===== src/rtl/uvmt_i2c_st_clknrst_rcvr.sv =====
// Clock/reset receiver: synchronizes and stretches reset_n into sys_rst_n, services sw reset requests.
// Optional uptime counter is enabled by defining UVMT_I2C_ST_CLKNRST_RCVR_UPTIME_EN.
module uvmt_i2c_st_clknrst_rcvr #(
   parameter int unsigned SYNC_STAGES    = 2,
   parameter int unsigned STRETCH_CYCLES = 16,
   parameter int unsigned CNT_W          = 16
) (
   input  logic             clk,
   input  logic             reset_n,
   input  logic             sw_rst_req,
   output logic             sys_rst_n,
   output logic             ready,
   output logic             rst_done,
   output logic             sw_rst_ack,
   output logic [CNT_W-1:0] sw_rst_cnt,
   output logic [CNT_W-1:0] uptime
);

   localparam int unsigned      ST_W    = (STRETCH_CYCLES < 2) ? 1 : $clog2(STRETCH_CYCLES);
   localparam logic [ST_W-1:0]  ST_LAST = ST_W'((STRETCH_CYCLES == 0) ? 0 : STRETCH_CYCLES - 1);
   localparam logic [CNT_W-1:0] CNT_MAX = '1;

   typedef enum logic [1:0] {ASSERTED, STRETCH, RUN, SW_RST} state_t;

   state_t                 state;
   logic [SYNC_STAGES-1:0] sync;
   logic [ST_W-1:0]        st_cnt;
   logic                   sync_done_c;

   // Reset-deassert synchronizer shifting in a constant 1
   always_ff @(posedge clk or negedge reset_n) begin
      if (!reset_n) sync <= '0;
      else          sync <= {sync[SYNC_STAGES-2:0], 1'b1};
   end

   // The top stage goes high on this edge when the stage below it is already high
   assign sync_done_c = sync[SYNC_STAGES-2] | sync[SYNC_STAGES-1];

   always_ff @(posedge clk or negedge reset_n) begin
      if (!reset_n) begin
         state      <= ASSERTED;
         st_cnt     <= '0;
         sys_rst_n  <= 1'b0;
         ready      <= 1'b0;
         rst_done   <= 1'b0;
         sw_rst_ack <= 1'b0;
         sw_rst_cnt <= '0;
      end else begin
         rst_done   <= 1'b0;
         sw_rst_ack <= 1'b0;
         case (state)
            ASSERTED: begin
               if (sync_done_c) begin
                  st_cnt <= '0;
                  if (STRETCH_CYCLES == 0) begin
                     state     <= RUN;
                     sys_rst_n <= 1'b1;
                     ready     <= 1'b1;
                     rst_done  <= 1'b1;
                  end else begin
                     state <= STRETCH;
                  end
               end
            end
            STRETCH: begin
               if (st_cnt == ST_LAST) begin
                  state     <= RUN;
                  sys_rst_n <= 1'b1;
                  ready     <= 1'b1;
                  rst_done  <= 1'b1;
               end else begin
                  st_cnt <= st_cnt + 1'b1;
               end
            end
            RUN: begin
               if (sw_rst_req) begin
                  state      <= SW_RST;
                  sys_rst_n  <= 1'b0;
                  ready      <= 1'b0;
                  sw_rst_ack <= 1'b1;
                  if (sw_rst_cnt != CNT_MAX) sw_rst_cnt <= sw_rst_cnt + 1'b1;
               end
            end
            SW_RST: begin
               st_cnt <= '0;
               if (STRETCH_CYCLES == 0) begin
                  state     <= RUN;
                  sys_rst_n <= 1'b1;
                  ready     <= 1'b1;
                  rst_done  <= 1'b1;
               end else begin
                  state <= STRETCH;
               end
            end
            default: state <= ASSERTED;
         endcase
      end
   end

`ifdef UVMT_I2C_ST_CLKNRST_RCVR_UPTIME_EN
   // Cycles in RUN since the last sys_rst_n rise; cleared on the edge that leaves RUN
   always_ff @(posedge clk or negedge reset_n) begin
      if (!reset_n) begin
         uptime <= '0;
      end else if (state == RUN) begin
         if (sw_rst_req)              uptime <= '0;
         else if (uptime != CNT_MAX)  uptime <= uptime + 1'b1;
      end else begin
         uptime <= '0;
      end
   end
`else
   assign uptime = '0;
`endif

endmodule

===== config.mk =====
export PLATFORM = sky130hd
export DESIGN_NAME = uvmt_i2c_st_clknrst_rcvr
export DESIGN_NICKNAME = d
export VERILOG_FILES = /design/src/rtl/uvmt_i2c_st_clknrst_rcvr.sv
export SDC_FILE = /design/constraint.sdc
export NUM_CORES = 1
export LEC_CHECK = 0
export CORE_MARGIN = 8
export CORE_UTILIZATION = 40
export CTS_CLUSTER_DIAMETER = 40
export DETAILED_ROUTE_END_ITERATION = 7
export PLACE_DENSITY = 0.68
export SLEW_MARGIN = 20
export SYNTH_ARGS = -nofsm -noshare
export SYNTH_HDL_FRONTEND = slang
export SYNTH_SLANG_ARGS = --single-unit
export TNS_END_PERCENT = 5

===== constraint.sdc =====
create_clock -name clk -period 3.6 [get_ports clk]
set_input_delay 0.36 -clock clk [delete_from_list [all_inputs] [get_ports clk]]
set_output_delay 0.36 -clock clk [all_outputs]
set_load 0.05 [all_outputs]

==> impl_results.md <==
* Status: finished clean
* Clock transition at path regs at 150 ps
* Mux cell area share after synthesis at 2.494%
* Flop2flop setup slack at 1480 ps
* Post-Route WL at 2728 um
* Final Power at 0.9843 mW
* Peak VDD IR at 335.9 uV
* Worst Path Required at 3830 ps
* Antenna-violating nets left at 0
* Setup_tns at 0 ps
* Layer with the highest usage: met2
* Synth Area in Adders at 5.159%
* PortBufs at 22
* FF-to-FF Start: state[0]$_DFFE_PN0P_
* Met1 usage at 10.55%
* DR iter-0 viols at 60
* Reg-to-Reg End: sw_rst_cnt[11]$_DFFE_PN0P_
* Met3 Use GR at 3.302%
* Fin nets at 171
* Met2 Use GR at 17.82%
* Switch Pwr at 0.4273 mW
* Vias/cell at 4.967
* CP max FO at 11
* CP delay by family, top: simple AND/OR/NAND/NOR gates
* Final Non-Filler Cells at 209
* Net Sw Frac at 43.42%
* Hold Crit Class: in -> async
* Compound-Gate Fraction of Synth Area at 7.309%
* Critical path's largest stage delay at 600 ps
* Setup ws final at 1480 ps
* Post-CTS Setup Repair Bufs at 0
* DRC at 0
* Top cell type's share of synthesized area at 46.43%
* Die height at 76.32 um
* Largest net degree at the start of global routing at 28
* Detailed Place HPWL at 2148 um
* Sequential Power Share at 41.7%
* Main combinational cell family by area after synthesis: simple AND/OR/NAND/NOR gates
* Yosys top cell by area: dfrtp_1
* Initial antenna violation count at 0
* Post-Synth XOR/XNOR Area at 7.825%
* Fin. Hold Viols at 0
* Combinational Power Share at 44.8%
* Antenna Diode Count at 0
* Most common cell after layout, fill and taps aside: dfrtp_1
* Unrepaired setup endpoints after global routing: false
* Mapped Cells at 137
* CTS H-tree lvls at 1
* Wire per inst at 13.05 um
* #FFs+latches synth at 27
* Die area at 5824 sq um
* Sequence of cells on the critical path: inv_1, ha_1, nand2_1, nor4_2, nand3_1, xnor2_1
* Final Wtd Congestion at 0.8076
* Area of the multi-input gates at 684.4 sq um
* Area contributors post-synth: dfrtp_1 (46%), buf_4 (8.8%), ha_1 (5.2%)
* Fill count at 339
* Relative slew slack at 64.24%
* Area Overhead vs Synth at 16.60%
* Max-Cap Viols at 0
* Layout cell share with drive strength beyond 1 at 7.453%
* Fin crit share at 58.89%
* Crit path buffers/inverters at 1
* Clk_lat worst skew at 320 ps
* Yosys warning count at 0
* Final setup viols at 0
* First-pass DRT Iterations at 4
* FF-to-FF path depth at 6
* Max Fclk at 471.7 MHz
* Max Root-Sink Buffers at 2
* Pwr per Cell Area at 580.1 nW/um^2
* Clock Skews at 5.969 ps
* CTS tree: built
* Critical path class: reg -> reg
* Grt total ovfl at 0
* Mapped cell area at 1455 sq um
* Tightest Pin Transition at 531.9 ps
* Post-route design area at 1697 sq um
* Initial Util at 40.66%
* FP Rows at 22
* Placed cell count at 205
* Core ar. at 3578 sq um
* Commonest cells after routing, fill and taps aside: dfrtp_1 (27), clkdlybuf4s50_1 (22), conb_1 (17)
* Slew Limit Fails at 0
* Worst Setup Start Kind: flop
* Mean area per synthesized cell at 10.62 sq um
* Crit path capture type: flop
* CTS root buf: clkbuf_4
* FF/Latch Area at 675.6 sq um
* Worst path slowest cell: nor4_2
* Simple-gate share of the synthesized area at 19.86%
* Vias post-DR at 1038
* Count of cell types in the netlist at 37
* Register area share after synthesis at 46.43%
* Leakage at 0.7944 nW
* Power share of the clock group at 13.5%
* Vias in the first global route at 1088
* Worst slack, placed at 1472 ps
* First-pass GRT wire length at 4912 um
* Critical Path AT at 2350 ps
* Ports at 39
* Clock sink count at 27
* Post-cts sizing count at 0
* TritonCTS Buffers at 3
* GRT Resource Usage Total at 9.786%
* Die width at 76.32 um
* Dpl cell area at 1667 sq um
* Cell Int Power at 0.5569 mW
* Minimum clock period at 2120 ps
* CTS Hold Bufs at 0
* Fin Hold WS at 386.1 ps
* Fin util at 47.41%
==> cell families (layout without fill, tap and decap cells) <==
| group | Yosys count | after routing |
|---|---|---|
| xor gates and xnor gates | 13 | 13 |
| and+or+nand+nor | 47 | 47 |
| other | 2 | 17 |
| AOI/OAI and AO/OA | 16 | 16 |
| DFF | 27 | 27 |
| muxes | 3 | 3 |
| adders and majority gates | 6 | 6 |
| buffers and inverters | 23 | 32 |
==> synth_stat cells <==
cell      instances
dfrtp_1          27
buf_4            17
nand3_1          10
nor2_1            7
xnor2_1           7
ha_1              6
xor2_1            6
a21oi_1           5
inv_1             5
nor3_1            5
a22o_1            4
and3_1            4
nand2_1           4
o21ai_0           3
conb_1            2
nand4_1           2
nand4b_1          2
nor3b_1           2
a221oi_1          1
a41oi_1           1
and2_1            1
and4_1            1
buf_2             1
mux2_2            1
mux2_4            1
mux2i_1           1
nand4_2           1
nor2_2            1
nor2b_1           1
nor4_2            1
nor4_4            1
nor4b_1           1
o22ai_1           1
o31ai_1           1
or2_2             1
or3_1             1
or4_1             1
==> sequential cells by signal (all words and copies together), names as in the netlist <==
name        count
st_cnt          4
sw_rst_cnt     16
state           2
sync            2
rst_done        1
ready           1
sw_rst_ack      1
==> final cells by class <==
cell class	instances	share of cell area (%)
clock buffer	3	1.327
clock inverter	1	0.4425
inverter	5	1.106
multi-input combinational	102	40.34
sequential	27	39.82
tap	48	3.540
timing repair buffer	23	13.42
==> how the worst max path moves through the flow <==
stage	slack, ps	to	cells past startpoint	start
floorplan	1530	sw_rst_cnt[1]$_DFFE_PN0P_	5	sw_rst_cnt[0]$_DFFE_PN0P_
global placement	1560	sw_rst_cnt[11]$_DFFE_PN0P_	5	sw_rst_req
finish	1480	sw_rst_cnt[11]$_DFFE_PN0P_	6	state[0]$_DFFE_PN0P_
CTS	1500	sw_rst_cnt[11]$_DFFE_PN0P_	6	state[0]$_DFFE_PN0P_
global route	1290	sw_rst_cnt[11]$_DFFE_PN0P_	6	state[0]$_DFFE_PN0P_
detailed placement	1470	sw_rst_cnt[11]$_DFFE_PN0P_	5	sw_rst_req
==> worst register-to-register path: cells and delay by family (launching register included) <==
| family | cells | cell delay, ps |
|---|---|---|
| XOR/XNOR | 1 | 160 |
| adder cells (fa/ha/maj) | 1 | 270 |
| buffers and inverters | 1 | 120 |
| flip-flops | 1 | 430 |
| AND/OR/NAND/NOR | 3 | 1060 |
==> metal layers <==
| metal | share of wire, % | vias up |
|---|---|---|
| met1 | 41 | 497 |
| met3 | 5.2 | 4 |
| met4 | 1.1 | 0 |
| li1 | - | 501 |
| met2 | 52 | 36 |
| met5 | 0 | - |
==> power by group through the flow <==
stage | registers, mW | logic (mW) | clock network (mW)
final | 0.411 | 0.441 | 0.133
after CTS | 0.412 | 0.447 | 0.139
after global placement | 0.413 | 0.426 | 0
after detailed placement | 0.417 | 0.448 | 0
after global routing | 0.422 | 0.473 | 0.152
after floorplan | 0.506 | 0.249 | 0
Power figures use the tool's default switching activity.
==> RTL change 1: new RTL, same settings <==
The parameter `STRETCH_CYCLES` goes from 16 to 32.
--- a/src/rtl/uvmt_i2c_st_clknrst_rcvr.sv
+++ b/src/rtl/uvmt_i2c_st_clknrst_rcvr.sv
@@ -2,7 +2,7 @@
 // Optional uptime counter is enabled by defining UVMT_I2C_ST_CLKNRST_RCVR_UPTIME_EN.
 module uvmt_i2c_st_clknrst_rcvr #(
    parameter int unsigned SYNC_STAGES    = 2,
-   parameter int unsigned STRETCH_CYCLES = 16,
+   parameter int unsigned STRETCH_CYCLES = 32,
    parameter int unsigned CNT_W          = 16
 ) (
    input  logic             clk,
Check against the original RTL: no difference found for any inputs over 10 cycles, from zero or initial values and one cycle with reset_n low; that may be too few to reach the edited logic, so the function may still have changed.
==> RTL change 1 against the unedited design <==
  * Design area grew 5.4%
  * Clock skew grew 0.0026 ns
  * Combinational power decreased by 14%
  * Critical path depth did not move
  * Synthesized area up 4.2%
  * Total power about the same
  * Sequential cell count increased by 1
  * Setup slack gained 0.12 ns
  * Clock power increased by 47%
  * Wire length grew 11%
  * Final cell count is 2.9% higher
  * Critical endpoint is now st_cnt[1]
  * Largest cell class unchanged
  * Largest power group is now registers
==> RTL change 1: results (changes against the unedited design) <==
[outcome]
outcome = complete, no violations  ; unchanged

[timing]
tightest_slew_ns = 0.515  ; was 0.532 ns
finClkSkew_ns = 0.00858  ; was 0.00597 ns
whs_ns = 0.407  ; was 0.386 ns

[power]
seq_power_share_pct = 41.5  ; was 41.7%
leakage_nw = 0.886  ; was 0.794 nW
p_switching_mw = 0.401  ; was 0.427 mW
pwr.group.clock_mw = 0.195  ; was 0.133 mW
irDropWorstVdd_uv = 361  ; was 336 µV

[layout]
inv_count = 4  ; was 5
reg.largest.list = sw_rst_cnt x16, st_cnt x5  ; was sw_rst_cnt x16, st_cnt x4
drive_above_1_share_pct = 8.98  ; was 7.45%
fillCellCount = 338  ; was 339
nets = 178  ; was 171
clockNetworkAreaShare_pct = 3.08  ; was 1.77%
multi_input_gates = 108  ; was 102
clkbuf_count = 4  ; was 3
multi_input_area_um2 = 729  ; was 684 µm²

[grt]
track_usage_pct = 10.2  ; was 9.79%
gr-usage-met2_pct = 16.9  ; was 17.8%
grt_max_degree = 29  ; was 28
globalRouteMet1Util_pct = 11.2  ; was 10.6%
grt_pass1_vias = 1092  ; was 1088

[drt]
wl_per_cell_um = 14.0  ; was 13.1 µm
viasPerCell = 4.89  ; was 4.97

[setup_path]
cp.arrival_ns = 2.17  ; was 2.35 ns
reg2reg_to = st_cnt[1]  ; was sw_rst_cnt[11]
r2r_slack_ns = 1.60  ; was 1.48 ns
crit_path_start = st_cnt[0]  ; was state[0]
slowest_stage = dfrtp_1  ; was nor4_2

[synth]
muxShareOfSynthArea_pct = 0.743  ; was 2.49%
ys_seq_area_share_pct = 46.2  ; was 46.4%
synth-compound-area-share_pct = 6.52  ; was 7.31%
synth_cell_types = 35  ; was 37
synth_common_cells = 28 x dfrtp_1, 17 x buf_4, 14 x xor2_1  ; was 27 x dfrtp_1, 17 x buf_4, 10 x nand3_1
ys_top_cells_by_area = dfrtp_1 46%, buf_4 8.4%, xor2_1 8.1%  ; was dfrtp_1 46%, buf_4 8.8%, ha_1 5.2%
yosys.area_share.xor_xnor_pct = 8.09  ; was 7.82%
synth_seq_cells = 28  ; was 27

[cts]
cts_root_buffer = clkbuf_8  ; was clkbuf_4
clk_latency_ns = 0.28  ; was 0.32 ns

[placement]
dpl-instance-area_um2 = 1730  ; was 1670 µm²
dp_hpwl_um = 2290  ; was 2150 µm

[floorplanning]
coreArea_um2 = 3660  ; was 3580 µm²

[RTL change 1: how the worst max path moves through the flow]
stage	to	slack [ns]	depth (start not counted)
2_1_floorplan	sw_rst_cnt[1]	1.56	5
3_3_place_gp	sw_rst_cnt[15]	1.62	5
3_5_place_dp	sw_rst_cnt[15]	1.57	5
4_1_cts	st_cnt[1]	1.59	6
5_1_grt	state[1]	1.41	7
6_report	st_cnt[1]	1.60	6
[RTL change 1: logic make-up (layout without fill, tap and decap cells)]
| logic type | Yosys count | in the layout |
|---|---|---|
| multiplexers | 1 | 1 |
| buffers and inverters | 21 | 31 |
| XOR/XNOR | 14 | 14 |
| AND/OR/NAND/NOR | 53 | 53 |
| AO/OA/AOI/OAI | 16 | 16 |
| other | 2 | 17 |
| adder cells (fa/ha/maj) | 7 | 7 |
| flip-flops | 28 | 28 |
[RTL change 1: metal layers]
metal	wire (µm)	vias up
met1	1310	508
met4	31	0
met5	0	-
li1	-	508
met2	1440	31
met3	227	4
==> RTL change 2: new RTL, config.mk and constraints unchanged <==
Without the edit above. The 4 states of `state_t` get a one-hot encoding in 4 bits.
--- a/src/rtl/uvmt_i2c_st_clknrst_rcvr.sv
+++ b/src/rtl/uvmt_i2c_st_clknrst_rcvr.sv
@@ -20,7 +20,7 @@
    localparam logic [ST_W-1:0]  ST_LAST = ST_W'((STRETCH_CYCLES == 0) ? 0 : STRETCH_CYCLES - 1);
    localparam logic [CNT_W-1:0] CNT_MAX = '1;
 
-   typedef enum logic [1:0] {ASSERTED, STRETCH, RUN, SW_RST} state_t;
+   typedef enum logic [3:0] {ASSERTED = 4'b0001, STRETCH = 4'b0010, RUN = 4'b0100, SW_RST = 4'b1000} state_t;
 
    state_t                 state;
    logic [SYNC_STAGES-1:0] sync;
Behaviour: no difference found for any inputs over 10 cycles, from zero or initial values and one cycle with reset_n low; not proved beyond that.
==> RTL change 2 against the unedited design <==
  * Synthesized area rose by 7.2%
  * Setup slack improved by 0.19 ns
  * Wire length rose by 16%
  * Design area rose by 8.9%
  * Die area rose by 5.7%
  * Non-clock buffer count did not move
  * Sequential cell count rose by 2
  * Highest routed layer unchanged
Power is not compared: it rests on default switching activity, and its combinational part moved more than twofold at a synthesized area within 25%.
==> RTL change 2: results (changes against the unedited design) <==
[layout]
nets = 177  ; was 171
drive_above_1_share_pct = 11.6  ; was 7.45%
reg.largest.list = sw_rst_cnt x16, st_cnt x4, state x4  ; was sw_rst_cnt x16, st_cnt x4

[cts]
clk_latency_ns = 0.28  ; was 0.32 ns
cts_root_buffer = clkbuf_8  ; was clkbuf_4
cts.reportedPaths.clkPinSlew_ns = 0.06  ; was 0.15 ns
cts_max_level = 2  ; was 1

[setup_path]
path_max_fanout = 6  ; was 11
critPathTopFamily = buffers and inverters  ; was simple AND/OR/NAND/NOR gates
crit_path_start = sw_rst_cnt[12]  ; was state[0]
cp.arrival_ns = 1.57  ; was 2.35 ns
reg2reg_to = sw_rst_cnt[1]  ; was sw_rst_cnt[11]

[timing]
finClkSkew_ns = 0.00633  ; was 0.00597 ns
slew_headroom_pct = 55.4  ; was 64.2%

[synth]
yosys.area_share.xor_xnor_pct = 6.74  ; was 7.82%
synth-compound-area-share_pct = 11.1  ; was 7.31%
syn_avg_cell_area_um2 = 10.8  ; was 10.6 µm²
ys_top_cells_by_area = dfrtp_1 45%, buf_4 8.2%, xor2_1 4.5%  ; was dfrtp_1 46%, buf_4 8.8%, ha_1 5.2%
synthAdderAreaFrac_pct = 1.60  ; was 5.16%
muxShareOfSynthArea_pct = 2.81  ; was 2.49%

[grt]
grt_max_degree = 30  ; was 28
globalRouteMet1Util_pct = 11.5  ; was 10.6%
track_usage_pct = 10.9  ; was 9.79%
gr-usage-met2_pct = 18.2  ; was 17.8%

[drt]
postRouteWirelength_um = 3160  ; was 2730 µm
viasPerCell = 4.99  ; was 4.97
drt_iter0_drc = 63  ; was 60
dr_wl_met3_um = 177  ; was 141 µm
wl_per_cell_um = 14.3  ; was 13.1 µm

[placement]
gp_congestion = 0.818  ; was 0.808

[outcome]
outcome = complete, no violations  ; unchanged

[worst_hold_path]
hold_class = flip-flop to flip-flop  ; was primary input to async pin

## RTL change 2: cell types whose count changed after synthesis, moves of 3 or more
cell	delta
ha_1	-4
nor3_1	+3
nand2_1	+4
xnor2_1	-3
nand3_1	-3
nand4_1	+3
o21ai_0	-3
nor2_1	+3
a22o_1	-4
## RTL change 2: metrics by stage
step	area, µm²	setup slack, ns	hold WS [ns]	power [mW]	utilization (%)
3_3_place_gp	1770	1.69	0.369	0.535	47.5
3_5_place_dp	1770	1.63	0.367	0.542	47.5
6_report	1850	1.67	0.379	0.787	49.7
5_1_grt	1850	1.55	0.403	0.832	49.7
2_1_floorplan	1620	1.68	0.0644	0.523	-
4_1_cts	1850	1.65	0.381	0.797	49.7
## RTL change 2: power breakdown
group / internal, mW / switching, mW / leakage, nW / total [mW]
Combinational: 0.0534 / 0.0865 / 0.429 / 0.140
Clock: 0.133 / 0.119 / 0.0450 / 0.252
Sequential: 0.357 / 0.0384 / 0.372 / 0.395
Total: 0.544 / 0.243 / 0.846 / 0.787
## RTL change 2: cell type report
cell class	instances	area, µm²
Inverter	4	15.0
Tap cell	48	60.1
Fill cell	356	1870
Sequential cell	29	727
Clock inverter	2	10.0
Clock buffer	6	72.6
Multi-Input combinational cell	109	736
Timing Repair Buffer	23	228
## RTL change 2: worst register-to-register path: stages (launching register included)
cell and delay, ns:
dfrtp_1 0.46, nor4b_4 0.45, and2_1 0.31, a21boi_4 0.25, mux2_1 0.34
## RTL change 2: how the worst max path moves through the flow
stage / end / slack [ns] / depth (start not counted)
floorplan: sw_rst_cnt[1] / 1.68 / 5
global placement: sw_rst_cnt[1] / 1.69 / 4
detailed placement: sw_rst_cnt[1] / 1.63 / 4
CTS: sw_rst_cnt[12] / 1.65 / 1
global route: sw_rst_cnt[1] / 1.55 / 4
finish: sw_rst_cnt[12] / 1.67 / 1
